===== config.mk =====
export PLATFORM = sky130hd
export DESIGN_NAME = hazard_detection_unit_flat
export DESIGN_NICKNAME = d
export VERILOG_FILES = /design/src/rtl/hazard_detection_unit_pkg.sv /design/src/rtl/hazard_detection_unit_if.sv /design/src/rtl/hazard_detection_unit_sat_counter.sv /design/src/rtl/hazard_detection_unit.sv /design/src/flat_wrapper.sv
export SDC_FILE = /design/constraint.sdc
export NUM_CORES = 1
export LEC_CHECK = 0
export ABC_AREA = 1
export ABC_CLOCK_PERIOD_IN_PS = 4700
export CORE_MARGIN = 3
export CORE_UTILIZATION = 66
export DETAILED_ROUTE_END_ITERATION = 8
export DONT_BUFFER_PORTS = 1
export HOLD_SLACK_MARGIN = 0.1
export PLACE_DENSITY = 0.82
export SLEW_MARGIN = 20
export SYNTH_ARGS = -nofsm -noshare
export SYNTH_HDL_FRONTEND = slang
export SYNTH_HIERARCHICAL = 1
export SYNTH_SLANG_ARGS = --single-unit

===== constraint.sdc =====
create_clock -name clk -period 4.7 [get_ports clk]
set_input_delay 0.705 -clock clk [delete_from_list [all_inputs] [get_ports clk]]
set_output_delay 0.705 -clock clk [all_outputs]
set_load 0.02 [all_outputs]

===== src/rtl/hazard_detection_unit_pkg.sv =====
// Shared pipeline types and encodings used by the ID-stage hazard logic.
package hazard_detection_unit_pkg;

  typedef logic [4:0] reg_idx_t;

  // Result-source encoding that marks the EX instruction as a load.
  localparam logic [1:0] RES_SRC_MEM = 2'b00;

  // True when a load in EX writes a register that the ID instruction reads.
  function automatic logic load_use_hazard(
    input logic [1:0] res_src,
    input reg_idx_t   rd,
    input reg_idx_t   rs1,
    input reg_idx_t   rs2
  );
    return (res_src == RES_SRC_MEM) && (rd != 5'd0) && ((rd == rs1) || (rd == rs2));
  endfunction

endpackage


===== src/rtl/hazard_detection_unit_if.sv =====
// ID-stage hazard bus: EX/ID register indices in, pipeline write enables out.
interface hazard_detection_unit_if;
  import hazard_detection_unit_pkg::*;

  logic [1:0] ID_EX_MemRead;
  reg_idx_t   ID_EX_Rd;
  reg_idx_t   IF_ID_Rs1;
  reg_idx_t   IF_ID_Rs2;
  logic       IF_ID_Write;
  logic       PCWrite;
  logic       ControlEn;

  modport master (
    output ID_EX_MemRead, ID_EX_Rd, IF_ID_Rs1, IF_ID_Rs2,
    input  IF_ID_Write, PCWrite, ControlEn
  );

  modport slave (
    input  ID_EX_MemRead, ID_EX_Rd, IF_ID_Rs1, IF_ID_Rs2,
    output IF_ID_Write, PCWrite, ControlEn
  );

endinterface


===== src/rtl/hazard_detection_unit_sat_counter.sv =====
// Generic saturating up-counter with synchronous active-high clear.
module hazard_detection_unit_sat_counter #(
  parameter int W = 16
) (
  input  logic         clk,
  input  logic         rst,
  input  logic         inc,
  output logic [W-1:0] count
);

  always_ff @(posedge clk) begin
    if (rst)
      count <= '0;
    else if (inc && (count != {W{1'b1}}))
      count <= count + W'(1);
  end

endmodule


===== src/rtl/hazard_detection_unit.sv =====
// Load-use hazard detector: combinational stall/bubble enables plus
// a registered stall flag and saturating stall-cycle counter.
module hazard_detection_unit
  import hazard_detection_unit_pkg::*;
#(
  parameter int CNT_W = 16
) (
  input  logic                  clk,
  input  logic                  rst,
  hazard_detection_unit_if.slave bus,
  output logic                  stall_q,
  output logic [CNT_W-1:0]      stall_count
);

  logic hazard;

  // Enables are not gated by reset: they track the inputs at all times.
  assign hazard = load_use_hazard(bus.ID_EX_MemRead, bus.ID_EX_Rd,
                                  bus.IF_ID_Rs1, bus.IF_ID_Rs2);

  assign bus.IF_ID_Write = ~hazard;
  assign bus.PCWrite     = ~hazard;
  assign bus.ControlEn   = ~hazard;

  always_ff @(posedge clk) begin
    if (rst) stall_q <= 1'b0;
    else     stall_q <= hazard;
  end

  hazard_detection_unit_sat_counter #(.W(CNT_W)) u_stall_cnt (
    .clk   (clk),
    .rst   (rst),
    .inc   (hazard),
    .count (stall_count)
  );

endmodule


===== src/flat_wrapper.sv =====
// flat-port wrapper written by rule: the top's interface ports become plain ports
module hazard_detection_unit_flat import hazard_detection_unit_pkg::*;
#(
  parameter int CNT_W = 16
)
  (clk, rst, stall_q, stall_count, bus_ID_EX_MemRead, bus_ID_EX_Rd, bus_IF_ID_Rs1, bus_IF_ID_Rs2, bus_IF_ID_Write, bus_PCWrite, bus_ControlEn);
  hazard_detection_unit_if bus_i ();
  input  logic clk;
  input  logic rst;
  output logic stall_q;
  output logic [CNT_W-1:0] stall_count;
  input wire logic [$bits(bus_i.ID_EX_MemRead)-1:0] bus_ID_EX_MemRead;
  input wire logic [$bits(bus_i.ID_EX_Rd)-1:0] bus_ID_EX_Rd;
  input wire logic [$bits(bus_i.IF_ID_Rs1)-1:0] bus_IF_ID_Rs1;
  input wire logic [$bits(bus_i.IF_ID_Rs2)-1:0] bus_IF_ID_Rs2;
  output wire logic [$bits(bus_i.IF_ID_Write)-1:0] bus_IF_ID_Write;
  output wire logic [$bits(bus_i.PCWrite)-1:0] bus_PCWrite;
  output wire logic [$bits(bus_i.ControlEn)-1:0] bus_ControlEn;
  assign bus_i.ID_EX_MemRead = bus_ID_EX_MemRead;
  assign bus_i.ID_EX_Rd = bus_ID_EX_Rd;
  assign bus_i.IF_ID_Rs1 = bus_IF_ID_Rs1;
  assign bus_i.IF_ID_Rs2 = bus_IF_ID_Rs2;
  assign bus_IF_ID_Write = bus_i.IF_ID_Write;
  assign bus_PCWrite = bus_i.PCWrite;
  assign bus_ControlEn = bus_i.ControlEn;
  hazard_detection_unit #(.CNT_W(CNT_W)) u_core (.clk(clk), .rst(rst), .bus(bus_i), .stall_q(stall_q), .stall_count(stall_count));
endmodule

Yosys cells after proc, flatten, opt, wreduce, memory -nomap -nowiden
Index checks and enable logic that the tools add are counted.

Add/subtract/negate cells: 1. $mul: 0. Divide/modulo/power cells: 0. Magnitude comparators: 0. Eq/ne operators: 3. Shifts and indexed selects: 0. Muxes and demuxes: 0. Bitwise gates (word level): 1. Reduce and logical (&&, ||, !) cells: 6.

Operators with widths (count): $add A16 B1 Y16 const B (1); $ne A16 B16 Y1 const B (1); $eq A5 B5 Y1 (2); $reduce_bool A5 Y1 (1); $logic_and A1 B1 Y1 (3); $logic_not A2 Y1 (1); $logic_or A1 B1 Y1 (1); $not A1 Y1 (1).

Register bits: 17. Bits in latches: 0. RAM bits: 0. ROM bits: 0. Output and inout port bits: 20. Logic and storage cells: 13. Memories kept: 0.

Longest topological paths before layout
Word-level depth: 4. Mapped depth: 16. Gate-level depth less buffers: 15.

Cells and area by module
Netlist, hierarchy kept.

Modules (own cells, without submodules): hazard_detection_unit_sat_counter (instances 1, cells an instance 149, area an instance 929.6 µm², sequential area each 320.3 µm²); hazard_detection_unit (instances 1, cells an instance 57, area an instance 266.5 µm², sequential area each 20.0 µm²).

Least setup slack after synthesis
OpenSTA, ideal clock, no wires.

Path kind: input to register. From: input bus_IF_ID_Rs2[4]. To: register u_core.u_stall_cnt.count[13]. Setup time: 0.115 ns. Data arrival time: 1.985 ns. Required time: 4.585 ns. Setup slack: 2.600 ns. Stages: 15. Path buffers: 1. Cells stage by stage: inv_1 > nand2_1 > nand2_2 > nor2_2 > nand3_1 > nand2_1 > nand2_2 > inv_1 > buf_2 > nand3_1 > or2_0 > nor2_1 > nand3_1 > nand2_1 > nor2_1.

Word-level cells in the longest chain between the ends: 4.

RTL lines: from (decl) (RTL line flat_wrapper.sv:15) `input wire logic [$bits(bus_i.IF_ID_Rs2)-1:0] bus_IF_ID_Rs2;`; $eq A5 B5 Y1 (RTL line hazard_detection_unit_pkg.sv:16) `return (res_src == RES_SRC_MEM) && (rd != 5'd0) && ((rd == rs1) || (rd == rs2));`; $logic_or A1 B1 Y1 (RTL line hazard_detection_unit_pkg.sv:16); $logic_and A1 B1 Y1 (RTL line hazard_detection_unit_pkg.sv:16); via u_core.hazard (RTL line hazard_detection_unit.sv:15) `logic hazard;`; $logic_and A1 B1 Y1 (RTL line hazard_detection_unit_sat_counter.sv:14) `else if (inc && (count != {W{1'b1}}))`; to (signal assigned) (RTL line hazard_detection_unit_sat_counter.sv:15) `count <= count + W'(1);`; to (decl) (RTL line hazard_detection_unit_sat_counter.sv:8) `output logic [W-1:0] count`.

The timed path passes the listed nets, and every way through them passes these cells. A chain may end at the register's enable or synchronous reset.

Worst setup path after layout
From: input bus_ID_EX_Rd[0]. To: register u_core.u_stall_cnt.count[13].

Word-level cells in the longest chain between the ends: 4.

RTL lines: from (decl) (RTL line flat_wrapper.sv:13) `input wire logic [$bits(bus_i.ID_EX_Rd)-1:0] bus_ID_EX_Rd;`; $eq A5 B5 Y1 / $reduce_bool A5 Y1 (equally long branches) (RTL line hazard_detection_unit_pkg.sv:16); $logic_or A1 B1 Y1 / $logic_and A1 B1 Y1 (equally long branches) (RTL line hazard_detection_unit_pkg.sv:16); $logic_and A1 B1 Y1 (*) (RTL line hazard_detection_unit_pkg.sv:16); via u_core.hazard (RTL line hazard_detection_unit.sv:15); $logic_and A1 B1 Y1 (*) (RTL line hazard_detection_unit_sat_counter.sv:14).

Mark *: on every way through the listed nets, which the timed path passes. The rest lies on a longest branch.

==> metrics.yaml <==
dp.cells: 226
timing.critical_path.mode_cell: "nor2_1"
switching_share: 0.242
tightest_slew_ns: 0.497
postCtsHoldBufs: 0
grt_first_pass_wirelength_um: 4420
fin_crit_ns: 2.16
via_per_inst: 5.22
cp.required_ns: 4.88
maxCapViolations: 0
maxSlewHeadroom: 0.668
final_layout_size_suffix_gt1_frac: 0.136
antenna_found_initial: 0
ys_seq_elements: 17
gr-total-overflow: 0
die_y_um: 48.6
wirelength_um: 2490
drc: 0
worstSkewPairLatency_ns: 0.28
fin_area_um2: 1230
postCtsSetupRepairBufs: 0
die_area_um2: 2360
antenna_cells: 0
rrSetupSlack_ns: 3.01
ys_types: 20
power_uw: 244
fp.dieW_um: 48.6
reg2reg_depth: 6
grt_max_degree: 17
num_vias: 1200
grt_pass1_vias: 1076
p_per_area_nw_per_um2: 199
r2r_end: "u_core/u_stall_cnt/count[13]"
io_pins: 39
stdcell_count: 230
cp.depth: 13
area_growth_pct: 2.51
yosysWarnings: 6
dp_hpwl_um: 2020
drv_slew: 0
core_um2: 1610
cp_slowest_cell: "inv_1"
p_comb_frac: 0.091
p_switching_uw: 59.0
tns_ns: 0
outcome: "finished clean"
cts_tree: "yes"
pwr-share-seq: 0.597
critPathMaxFanout: 8
cp.arrival_ns: 2.34
hold_depth: 1
initialDrtViolationCount: 29
cpPeakStageDelay_ns: 0.29
p_leak_nw: 0.565
initial_utilization: 0.742
final_cell_mix: "nand2_1 (65), nor2_1 (43), inv_1 (21)"
cts_resized: 0
rsz0062_at_grt: "false"
setup_viol: 0
seq_area_frac_synth: 0.285
nets: 227
min_period_over_period: 0.459
gp_congestion: 0.905
wl_per_cell_um: 10.8
min_to: "u_core/stall_q"
worst-path-buf-inv: 1
clkTransAtPathRegs_ns: 0.10
hp-start: "rst"
final_common_cell: "nand2_1"
timing.fmax_ghz: 0.464
finalClockSkew_ns: 0.00174
cp_cell_sequence: "nor2_1 -> nor2_1 -> nor2_1 -> nand3_1 -> nand2_1 -> nand2_2 -> inv_1 -> nand3_1 -> or2_0 -> nor2_1 -> nand3_1 -> nand2_1 -> nor2_1"
dpl_cell_area_um2: 1200
syn_nets: 226
reg2reg_from: "u_core/u_stall_cnt/count[0]"
clock-sinks: 17
htreeDepth: 1
postSynthAreaPerCell_um2: 5.81
cts.path.max_buffers: 2
port_buffers: 0
root_buffer: "clkbuf_4"
ir_worst_vdd_mv: 0.158
grtUsageTotal: 0.227
drt_first_pass_iters: 4
power.share.clock: 0.312
report.final.hold_viol_count: 0
syn_area_um2: 1200
start_kind: "primary input"
fp-row-count: 14
min_path_type: "in2reg"
end_kind: "flop"
synthCells: 206
cpLargestDelayFamily: "simple AND/OR/NAND/NOR gates"
internal_power_uw: 185
numCtsBuffers: 3
path_class: "in2reg"
ant_nets: 0
fill_cells: 139
-- per-layer routing --
metal	track usage	share of wire	vias to the layer above	wire, um
li1	-	-	626	-
met1	0.291	0.43	532	1070
met2	0.381	0.49	40	1220
met3	0.0429	0.073	2	183
met4	0.0758	0.0052	0	13
met5	0	0	-	0
-- power by group through the flow --
stage | Combinational, mW | Sequential (mW) | Clock [mW]
after floorplan | 0.0203 | 0.149 | 0
after global placement | 0.0214 | 0.149 | 0
after detailed placement | 0.0222 | 0.149 | 0
after CTS | 0.0224 | 0.145 | 0.0792
after global routing | 0.0263 | 0.146 | 0.0852
final | 0.0222 | 0.145 | 0.0761
-- metrics by stage --
step	hold WS, ns	setup WS, ns	utilization
3_5_place_dp	0.612	2.25	0.744
5_1_grt	0.456	2.34	0.761
6_report	0.471	2.54	0.761
3_3_place_gp	0.600	2.34	0.744
2_1_floorplan	0.583	2.60	-
4_1_cts	0.462	2.55	0.761
-- worst reg2reg max path, cell delays in order, from the launching register on --
cell and delay, ns:
dfxtp_1 0.52, ha_1 0.22, inv_1 0.05, nor2_2 0.19, nand4_1 0.31, a21oi_1 0.24, nor2_1 0.07
-- worst max path at each step --
stage	startpoint	endpoint	slack (ns)
5_1_grt	bus_ID_EX_Rd[3]	u_core/u_stall_cnt/count[13]	2.34
6_report	bus_ID_EX_Rd[0]	u_core/u_stall_cnt/count[13]	2.54
3_3_place_gp	bus_ID_EX_Rd[1]	u_core/u_stall_cnt/count[13]	2.34
2_1_floorplan	bus_IF_ID_Rs2[4]	u_core/u_stall_cnt/count[13]	2.60
3_5_place_dp	bus_IF_ID_Rs1[0]	u_core/u_stall_cnt/count[13]	2.25
4_1_cts	bus_IF_ID_Rs1[0]	u_core/u_stall_cnt/count[13]	2.55
-- logic make-up after synthesis --
logic type / share of synthesized area
buffers and inverters: 0.105
flip-flops: 0.285
AO/OA/AOI/OAI: 0.0293
AND/OR/NAND/NOR: 0.556
XOR/XNOR: 0.0146
adder cells (fa/ha/maj): 0.0105
-- registers in the layout, indices dropped and copies added, names as in the netlist --
signal and count:
u_core/u_stall_cnt/count 16, u_core/stall_q 1
-- cell type report --
cell class	instances	area, um^2	share of cell area
Sequential cell	17	340	0.278
Clock buffer	3	22.5	0.0184
Clock inverter	1	5.00	0.00408
Tap cell	24	30.0	0.0245
Multi-Input combinational cell	159	731	0.596
Inverter	26	97.6	0.0796
-- synth_stat cells --
cell	instances	share of area
buf_4	2	0.013
nor2_4	2	0.019
buf_2	1	0.0042
inv_2	4	0.013
nand4_1	4	0.021
nor2_2	12	0.063
clkbuf_4	1	0.0063
clkinv_1	1	0.0031
nor3_1	1	0.0042
xnor2_1	2	0.015
nand2_2	5	0.026
dfxtp_1	17	0.28
nor2_1	43	0.13
nor2_8	1	0.017
a21oi_1	7	0.029
inv_1	21	0.066
or2_0	1	0.0052
ha_1	1	0.010
nand3_1	15	0.063
nand2_1	65	0.20
Note: power is estimated with default switching activity, not from simulation.
